==> src/rtl/rf_writeback_queue.sv <==
// rf_writeback_queue
// Small circular FIFO that buffers register-file writebacks and drains one
// entry per cycle onto the write port (we3/a3/wd3) unless hold is high.
// Writes to r0 are acknowledged and dropped.
// Optional feature macro: RF_WB_BYPASS_EN. When defined, the a1/a2 read
// addresses are looked up against pending entries and the youngest matching
// value is presented on fwdN_data. When undefined, the fwd outputs are 0.
module rf_writeback_queue #(
   parameter int DEPTH = 4
) (
   input  logic        clk,
   input  logic        rst_n,
   input  logic        in_valid,
   output logic        in_ready,
   input  logic [4:0]  in_rd,
   input  logic [31:0] in_data,
   input  logic        hold,
   output logic        we3,
   output logic [4:0]  a3,
   output logic [31:0] wd3,
   input  logic [4:0]  a1,
   input  logic [4:0]  a2,
   output logic        fwd1_hit,
   output logic        fwd2_hit,
   output logic [31:0] fwd1_data,
   output logic [31:0] fwd2_data,
   output logic [4:0]  count
);

   localparam int PW = $clog2(DEPTH);
   localparam logic [PW-1:0] PTR_ONE = PW'(1);
   localparam logic [4:0]    FULL_COUNT = 5'(DEPTH);

   logic [4:0]    rd_mem_r   [DEPTH];
   logic [31:0]   data_mem_r [DEPTH];
   logic [PW-1:0] head_r;
   logic [PW-1:0] tail_r;
   logic [4:0]    count_r;
   logic          push_s;
   logic          pop_s;

   // Ready depends only on the registered count, so a pop on the same edge
   // does not open a slot for a full queue.
   assign in_ready = (count_r != FULL_COUNT);
   assign we3      = (count_r != 5'd0) && !hold;
   assign push_s   = in_valid && in_ready && (in_rd != 5'd0);
   assign pop_s    = we3;
   assign count    = count_r;

   // Present the head entry on the write port, zero when empty.
   always_comb begin
      a3  = 5'd0;
      wd3 = 32'd0;
      if (count_r != 5'd0) begin
         a3  = rd_mem_r[head_r];
         wd3 = data_mem_r[head_r];
      end else begin
         a3  = 5'd0;
         wd3 = 32'd0;
      end
   end

   // Pointer and occupancy state; storage validity derives from these only.
   always_ff @(posedge clk or negedge rst_n) begin
      if (!rst_n) begin
         head_r  <= '0;
         tail_r  <= '0;
         count_r <= 5'd0;
      end else begin
         if (push_s) begin
            tail_r <= tail_r + PTR_ONE;
         end
         if (pop_s) begin
            head_r <= head_r + PTR_ONE;
         end
         case ({push_s, pop_s})
            2'b10:   count_r <= count_r + 5'd1;
            2'b01:   count_r <= count_r - 5'd1;
            default: count_r <= count_r;
         endcase
      end
   end

   // Entry storage is not reset; it is only meaningful under count/pointers.
   always_ff @(posedge clk) begin
      if (push_s) begin
         rd_mem_r[tail_r]   <= in_rd;
         data_mem_r[tail_r] <= in_data;
      end
   end

`ifdef RF_WB_BYPASS_EN
   logic        fwd1_hit_s;
   logic        fwd2_hit_s;
   logic [31:0] fwd1_data_s;
   logic [31:0] fwd2_data_s;

   // Scan pending entries oldest to youngest so the youngest match wins.
   always_comb begin
      fwd1_hit_s  = 1'b0;
      fwd2_hit_s  = 1'b0;
      fwd1_data_s = 32'd0;
      fwd2_data_s = 32'd0;
      for (int i = 0; i < DEPTH; i++) begin
         logic [PW-1:0] idx;
         logic          live;
         logic          m1;
         logic          m2;
         idx  = head_r + PW'(i);
         live = (5'(i) < count_r);
         m1   = live && (a1 != 5'd0) && (rd_mem_r[idx] == a1);
         m2   = live && (a2 != 5'd0) && (rd_mem_r[idx] == a2);
         fwd1_hit_s  = fwd1_hit_s | m1;
         fwd2_hit_s  = fwd2_hit_s | m2;
         fwd1_data_s = m1 ? data_mem_r[idx] : fwd1_data_s;
         fwd2_data_s = m2 ? data_mem_r[idx] : fwd2_data_s;
      end
   end

   assign fwd1_hit  = fwd1_hit_s;
   assign fwd2_hit  = fwd2_hit_s;
   assign fwd1_data = fwd1_data_s;
   assign fwd2_data = fwd2_data_s;
`else
   logic unused_addr_s;
   assign unused_addr_s = ^{a1, a2};
   assign fwd1_hit  = 1'b0;
   assign fwd2_hit  = 1'b0;
   assign fwd1_data = 32'd0;
   assign fwd2_data = 32'd0;
`endif

endmodule

==> config.mk <==
export PLATFORM = sky130hd
export DESIGN_NAME = rf_writeback_queue
export DESIGN_NICKNAME = d
export VERILOG_FILES = /design/src/rtl/rf_writeback_queue.sv
export SDC_FILE = /design/constraint.sdc
export NUM_CORES = 1
export LEC_CHECK = 0
export ABC_AREA = 1
export BUFFER_PORTS_ARGS = -buffer_cell sky130_fd_sc_hd__buf_2
export CORE_UTILIZATION = 40
export CTS_CLUSTER_DIAMETER = 150
export DETAILED_ROUTE_END_ITERATION = 8
export PLACE_DENSITY_LB_ADDON = 0.25
export SYNTH_ARGS = -nofsm -noshare
export SYNTH_HDL_FRONTEND = slang
export SYNTH_SLANG_ARGS = --single-unit
export TNS_END_PERCENT = 5
==> constraint.sdc <==
create_clock -name clk -period 8.2 [get_ports clk]
set_input_delay 0.82 -clock clk [delete_from_list [all_inputs] [get_ports clk]]
set_output_delay 0.82 -clock clk [all_outputs]
set_load 0.005 [all_outputs]
Yosys cells after proc, flatten, opt, wreduce, memory -nomap -nowiden
Memory sizes are Yosys's and may differ from the RTL's.
Index checks and enable logic that the tools add are counted.
{"block": "totals", "register_bits": 9, "latchBits": 0, "mem_bits_rw": 148, "romBits": 0, "in_bits": 51, "out_inout_bits": 110, "mem_count": 2}
{"memory": "data_mem_r", "depth": 4, "width": 32, "rd": 1, "rd_ports_with_merged_regs": 0, "write_ports": 1, "line": "35", "rtl": "logic [31:0] data_mem_r [DEPTH];"}
{"memory": "rd_mem_r", "depth": 4, "width": 5, "rd": 1, "rd_ports_with_merged_regs": 0, "write_ports": 1, "line": "34", "rtl": "logic [4:0] rd_mem_r [DEPTH];"}
{"block": "classes", "add_sub_neg": 4, "multipliers": 0, "div_mod_pow": 0, "n_lt_le_gt_ge": 0, "n_eq_ne": 3, "n_shift": 0, "n_mux": 5, "bitwise": 0, "reduce_logical": 7}
{"operator": "$mux 32", "n": 1}
{"operator": "$pmux 5 s2", "n": 1}
{"operator": "$reduce_bool 5->1", "n": 2}
{"operator": "$add 5x1->5 const B", "n": 1}
{"operator": "$mux 5", "n": 1}
{"operator": "$ne 5x3->1 const B", "n": 1}
{"operator": "$sub 5x1->5 const B", "n": 1}
{"operator": "$add 2x1->2 const B", "n": 2}
{"operator": "$logic_and 1x1->1", "n": 3}
{"operator": "$eq 2x1->1 const B", "n": 1}
{"operator": "$eq 2x2->1 const B", "n": 1}
{"operator": "$mux 1", "n": 2}
{"operator": "$reduce_bool 2->1", "n": 1}
{"operator": "$logic_not 1->1", "n": 1}

Logic depth before layout (Yosys ltp)
Gate-level depths: netlist of run 1.
{"block": "depth", "depth_word": 5, "mapped_depth": 16, "mapped_depth_nobuf": 16}

Worst setup path before layout of run 1
Ideal clock, no wire load.
{"block": "synth_path", "path_kind": "in2reg", "from": "in in_rd[3]", "to": "mem data_mem_r[0][0] (enable)", "t_arrival_ns": 2.659, "required_time_ns": 7.769, "slack_ns": 5.109, "stages": 4, "path_cell_list": "nor3_1 -> nand2_1 -> nand3_2 -> nor2_1"}
{"block": "synth_between", "elab_chain_len": 4}
{"item": "start, declared", "line": "15", "rtl": "input logic [4:0] in_rd,"}
{"item": "$reduce_bool 5->1", "line": "46", "rtl": "assign push_s = in_valid && in_ready && (in_rd != 5'd0);"}
{"item": "$logic_and 1x1->1", "line": "46"}
{"item": "$mux 1", "line": "86", "rtl": "if (push_s) begin"}
{"item": "$mux 1 (not written as such)", "line": "88", "rtl": "data_mem_r[tail_r] <= in_data;"}
{"item": "end, declared", "line": "35"}
Every way passes these cells.

Worst setup path in the final report of run 1
{"block": "layout_path", "from": "reg head_r[1]", "to": "out wd3[1]"}
{"block": "layout_between", "elab_chain_len": 2}
{"item": "start, declared", "line": "36", "rtl": "logic [PW-1:0] head_r;"}
{"item": "start signal, assigned", "line": "74", "rtl": "head_r <= head_r + PTR_ONE;"}
{"item": "$mem_v2 4x32"}
{"item": "$mux 32", "line": "54", "rtl": "if (count_r != 5'd0) begin"}
{"item": "end, declared", "line": "20", "rtl": "output logic [31:0] wd3,"}
Every way passes these cells.

==> results of run 1 <==
==> cells in the final DEF, fill, tap and decap left out, drive strengths merged <==
cell type  synthesis  final
nor2             160    160
edfxtp           148    148
buf               85     90
o21ai             77     77
conb               1     66
a21oi             38     38
nand2             24     24
inv               20     20
clkbuf             8     17
dfrtp              9      9
clkinv             0      9
ha                 7      7
nand3              7      7
bufinv             0      5
xnor2              3      3
nand4              2      2
xor2               2      2
diode              0      1
nor3               1      1
clkinvlp           0      1
==> synth_stat cells <==
library cell  number  area [um2]
xnor2_1            3       26.28
buf_2              9       45.04
dfrtp_1            9       225.2
buf_4             72       540.5
clkbuf_1           3       11.26
ha_1               7       87.58
inv_2              3       11.26
nand2_1           24       90.09
nor2_1           160       600.6
nand4_1            2       12.51
o21ai_0           28       140.1
nand3_1            6       30.03
nand3_2            1       10.01
conb_1             1       3.750
o21ai_1           49       245.2
inv_1             17       63.81
a21oi_1           38       190.2
clkbuf_2           5       25.02
buf_1              4       15.01
edfxtp_1         148        4444
nor3_1             1       5.000
xor2_1             2       17.52
==> kinds of logic after synthesis <==
logic type	count (synthesis)	synth area share [%]
and+or+nand+nor	194	10.94
DFF	157	68.26
AOI/OAI and AO/OA	115	8.414
buffers and inverters	113	10.41
adders and majority gates	7	1.280
xor gates and xnor gates	5	0.6403
other	1	0.05482
==> report_power, final <==
| part | switching, W | internal, W |
|---|---|---|
| Clock | 0.000292 | 0.000533 |
| Sequential | 0.0000885 | 0.00106 |
| Combinational | 0.000618 | 0.000354 |
| Total | 0.000998 | 0.00195 |
==> sequential cells by signal (all words and copies together) (netlist names) <==
name and flops:
tail_r 2, data_mem_r 128, head_r 2, count 5, rd_mem_r 20
==> layer usage <==
metal,track usage [%],up-vias
met5,0,-
met4,4.534,0
met3,4.866,10
met2,26.70,149
met1,20.35,1968
li1,-,2065
==> worst max-delay path: stages, from the launching register on <==
cell	delay, ns
dfrtp_2	0.99
inv_2	0.61
nor2_1	0.23
o21ai_1	0.08
a21oi_1	0.24
buf_2	0.17
==> area by class of cell <==
| type | instances | area [um2] |
|---|---|---|
| fill | 1489 | 8792 |
| sequential | 157 | 4672 |
| multi-input combinational | 387 | 1733 |
| timing repair buffer | 90 | 465.4 |
| clock buffer | 17 | 425.4 |
| tap | 220 | 275.3 |
| clock inverter | 15 | 201.4 |
| inverter | 20 | 75.07 |
| antenna | 1 | 2.502 |
==> final timing paths <==
path                                  end  cells past startpoint  slack, ns
max in group asynchronous       head_r[0]                      1       7.74
worst min register to register   count[3]                      2       0.54
min in group clk                 count[3]                      2       0.54
worst min-delay path             count[4]                      1       0.26
worst max-delay path               wd3[1]                      5       4.62
worst max register to register   count[4]                     14       5.85
==> through the flow <==
| step | cells | worst slack [ns] |
|---|---|---|
| final | 907 | 4.623 |
| after global routing | 906 | 4.419 |
| after CTS | 906 | 4.496 |
| after detailed placement | 874 | 4.951 |
| after global placement | 874 | 4.988 |
| after floorplan | 657 | 5.109 |
==> summary.txt, run 1 <==
Setup path
  • WP data arrival: 2.76 ns
  • CP required: 7.38 ns
  • Startpoint Class: flop
  • Crit Path Category: reg -> out
  • R2r startpoint: count[0]
  • CP Max Fanout: 39
  • Worst setup EP type: primary output
  • Worst setup path startpoint: head_r[1]

Finish
  • Nets: 731
  • Final core utilization: 47.17%
  • Design area: 7850 um2
  • Layout overhead on the synthesized area: 14.76%
  • Share of layout cells above drive strength 1: 18.66%

Routing
  • DR vias/cell: 4.622
  • Routed wl met2: 6744 um
  • DR WL/cell: 14.90 um
  • Drt pass-1 iters: 4
  • DRC Markers: 0
  • Total length of routed wires: 13510 um
  • Top sig layer: met4
  • Total number of vias: 4192
  • DRT met1 WL: 5871 um
  • Antenna viol nets, final: 0
  • Initial DRC count: 205
  • Met3 WL post-DR: 786 um

Clock network
  • Post_cts resized: 0
  • Clock transition at the registers of the reported paths: 0.06 ns
  • CTS tree: yes
  • Post-CTS Setup Bufs: 0
  • CTS root buf: clkbuf_16
  • CTS Buf Count: 17
  • CTS Buffer Depth: 2
  • Clk sink count: 157
  • Hold Buf Count CTS: 0
  • CTS H-tree depth: 4
  • Clock Latency Late Sink: 0.41 ns

Timing
  • Unrepaired setup endpoints after global routing: no
  • Slew margin rel.: 37.17%
  • Slew Limit Fails: 0
  • Final hold vios: 0
  • Peak Freq: 279.5 MHz
  • Fin crit share: 43.62%
  • Setup_tns: 0 ns
  • Final setup viols: 0
  • Tmin final: 3.577 ns
  • Max Clock Skew: 0.006235 ns
  • Worst-margin pin slew: 0.9425 ns
  • Hold slack: 0.2562 ns

Power
  • Power per cell area: 375.0 nW/um2
  • VDD IR-drop max: 0.2249 mV
  • Pleak: 3.029 nW
  • Overall power: 0.002943 W

Global route
  • Antenna violations before repair: 1
  • Largest net degree at the start of global routing: 76
  • Vias in the first global route: 3975
  • Total congestion overflow: 0
  • First-pass GRT wire length: 21040 um
  • Global Route Usage Sum: 16.08%

Yosys
  • Syn avg cell area: 11.55 um2
  • Sequential share of the synthesized area: 68.26%
  • Cell count after synthesis: 592
  • Synthesized flop and latch total: 157
  • Yosys Warn Count: 0
  • Post-Syn Area: 6840 um2
  • Distinct cells, synth: 22

Floorplan
  • Vert. Die Dim: 132.8 um
  • Die area: 17630 um2
  • # IOs: 161
  • Initial Utilization: 41.10%
  • Die X: 132.8 um
  • Rows: 47
  • Core ar.: 16640 um2

Place
  • DP Area: 7221 um2
  • Post-detail-place hpwl: 7684 um
  • Input/output buffers: 84
  • Gp weighted congestion: 0.8051

Outcome
  • Status: complete, no violations

Worst hold path
  • Min-delay worst type: in -> async

Flow run
  • Maxcap violations: 0
No activity file was read; power rests on OpenSTA's default activity.
==> run 2, diff against run 1 <==
- ABC_AREA: 1 -> 0
- clock period: 8.2 -> 3.6 ns (I/O delays scaled with it)
==> summary.txt, run 2 <==
Finish
  • FF+latch area: 4672 um2
  • Leading cell type in the layout, fill and taps excluded: edfxtp_1
  • Footprint of the multi-input gates: 1712 um2
  • Filler Cell Count: 1383
  • Max reg flops: 128
  • Most frequent cells in the layout: edfxtp_1 (148), buf_2 (84), conb_1 (66)
  • N_diodes: 0
  • Final core utilization: 47.75%
  • Layout overhead on the synthesized area: 14.78%
  • Design area: 7695 um2
  • Most flops, register: data_mem_r
  • Share of layout cells above drive strength 1: 35.70%
  • Nets: 511

Routing
  • Total number of vias: 3169
  • Initial DRC count: 119
  • DRC Markers: 0
  • Drt pass-1 iters: 4
  • Total length of routed wires: 11370 um
  • Antenna viol nets, final: 0
  • DR WL/cell: 16.69 um
  • DR vias/cell: 4.653

Global route
  • Total congestion overflow: 0
  • Global Route Usage Sum: 14.16%
  • Antenna violations before repair: 1
  • Largest net degree at the start of global routing: 39
  • First-pass GRT wire length: 17830 um
  • Vias in the first global route: 3256

Clock network
  • CTS Buffer Depth: 2
  • CTS H-tree depth: 4
  • Clk sink count: 157
  • Hold Buf Count CTS: 1
  • CTS Buf Count: 17
  • CTS tree: yes
  • Post-CTS Setup Bufs: 0
  • CTS root buf: clkbuf_16
  • Clock transition at the registers of the reported paths: 0.06 ns
  • Post_cts resized: 0
  • Clock Latency Late Sink: 0.42 ns

Yosys
  • Top cells by area, synth: edfxtp_1 (66%), mux4_2 (12%), buf_4 (7.5%)
  • Cell count after synthesis: 360
  • Post-synth top area share: 66.29%
  • Synth top cells by count: edfxtp_1 (148), buf_4 (67), mux4_2 (37)
  • Synthesized flop and latch total: 157
  • Yosys Warn Count: 0
  • Syn avg cell area: 18.62 um2
  • EDFF count, synth: 148
  • Async SR Flop Fraction: 5.732%
  • Post-Syn Area: 6704 um2
  • Sequential share of the synthesized area: 69.65%
  • Top_reg_cell synth: edfxtp_1
  • Top-count cell post-synth: edfxtp_1
  • Yosys top cell by area: edfxtp_1
  • Distinct cells, synth: 33

Setup path
  • Crit Path Category: reg -> reg
  • Reg2reg setup slack: 0.65 ns
  • Crit-path leading delay family: simple AND/OR/NAND/NOR gates
  • CP max-delay cell: dfrtp_1
  • Startpoint Class: flop
  • Worst setup EP type: flop
  • CP Max Fanout: 8
  • CP max stage delay: 0.45 ns
  • Worst path bufs/invs: 1
  • CP required: 3.91 ns
  • Crit-path cells: or3_1 > or3b_4 > o311a_4 > inv_1 > ha_1 > xor2_1 > ha_1 > a21oi_1 > nor4b_1 > a21oi_1 > xnor2_1
  • WP data arrival: 3.26 ns

Flow run
  • Maxcap violations: 0

Floorplan
  • Vert. Die Dim: 131.5 um
  • Initial Utilization: 41.60%
  • Die area: 17280 um2
  • Core ar.: 16120 um2
  • # IOs: 161
  • Rows: 46
  • Die X: 131.5 um

Worst hold path
  • Min-delay worst type: in -> reg

Place
  • Input/output buffers: 84
  • Gp weighted congestion: 0.7150
  • Post-detail-place hpwl: 6507 um
  • DP Area: 7128 um2
  • DP Worst Slack: 0.6407 ns

Timing
  • Max Clock Skew: 0.01023 ns
  • Final hold vios: 0
  • Slew margin rel.: 27.78%
  • Peak Freq: 339.2 MHz
  • Slew Limit Fails: 0
  • Final setup viols: 0
  • Worst-margin pin slew: 1.083 ns
  • Setup_tns: 0 ns
  • Fin crit share: 81.90%
  • Fin worst setup slack: 0.6515 ns
  • Tmin final: 2.948 ns
  • Unrepaired setup endpoints after global routing: no

Power
  • VDD IR-drop max: 0.3408 mV
  • Pleak: 2.818 nW
  • Power per cell area: 792.0 nW/um2

Outcome
  • Status: complete, no violations
==> run 2: area by class of cell <==
| cell class | count | area share, % |
|---|---|---|
| clock inverters | 11 | 1.561 |
| multi-input cells | 185 | 22.24 |
| clock buffers | 20 | 5.675 |
| inverters | 3 | 0.1463 |
| well taps | 216 | 3.512 |
| flip-flops and latches | 157 | 60.72 |
| repair buffers | 89 | 6.146 |
==> run 2: report_power, final <==
part	leakage, nW	total, W	internal [W]	switching, W
sequential	1.46	0.00264	0.00243	0.000211
clock	0.258	0.00169	0.00101	0.000680
combinational	1.10	0.00177	0.000952	0.000814
total	2.82	0.00609	0.00439	0.00171
==> run 2: per-layer routing <==
layer  GRT usage (%)  part of all wire, %  vias up
met2           22.96                   50      116
met3           4.398                  5.3       18
li1                -                    -     1423
met4           6.331                  1.7        2
met1           17.38                   43     1610
met5               0                0.088        -
==> run 2: worst reg2reg max path: cells and delay by family, from the launching register on <==
| kind | cells | cell delay (ns) |
|---|---|---|
| AO/OA/AOI/OAI | 3 | 0.35 |
| XOR/XNOR | 2 | 0.33 |
| adder cells (fa/ha/maj) | 2 | 0.53 |
| buffers and inverters | 1 | 0.09 |
| flip-flops | 1 | 0.45 |
| AND/OR/NAND/NOR | 3 | 1.09 |
==> run 2: logic make-up after synthesis <==
kind of cell,Yosys count,share of synthesized area [%]
AOI/OAI and AO/OA,9,0.9518
xor gates and xnor gates,10,1.307
adders and majority gates,7,1.306
buffers and inverters,83,8.567
DFF,157,69.65
muxes,39,12.82
other,1,0.05594
and+or+nand+nor,54,5.338
==> run 2: final timing paths <==
check / cells past startpoint / startpoint / to
worst max-delay path: 11 / count[0] / count[4]
worst min-delay path: 1 / in_data[31] / data_mem_r[1][31]
worst max register to register: 11 / count[0] / count[4]
worst min register to register: 1 / count[4] / count[4]
max in group asynchronous: 2 / rst_n / head_r[0]
min in group asynchronous: 2 / rst_n / count[4]
==> run 2: through the flow <==
step	instances	total power, W	hold slack, ns
2_1_floorplan	425	0.003855	0.06441
3_3_place_gp	649	0.004483	0.2266
3_5_place_dp	649	0.004513	0.2310
4_1_cts	681	0.006204	0.1310
5_1_grt	681	0.006445	0.1396
6_report	681	0.006094	0.1496
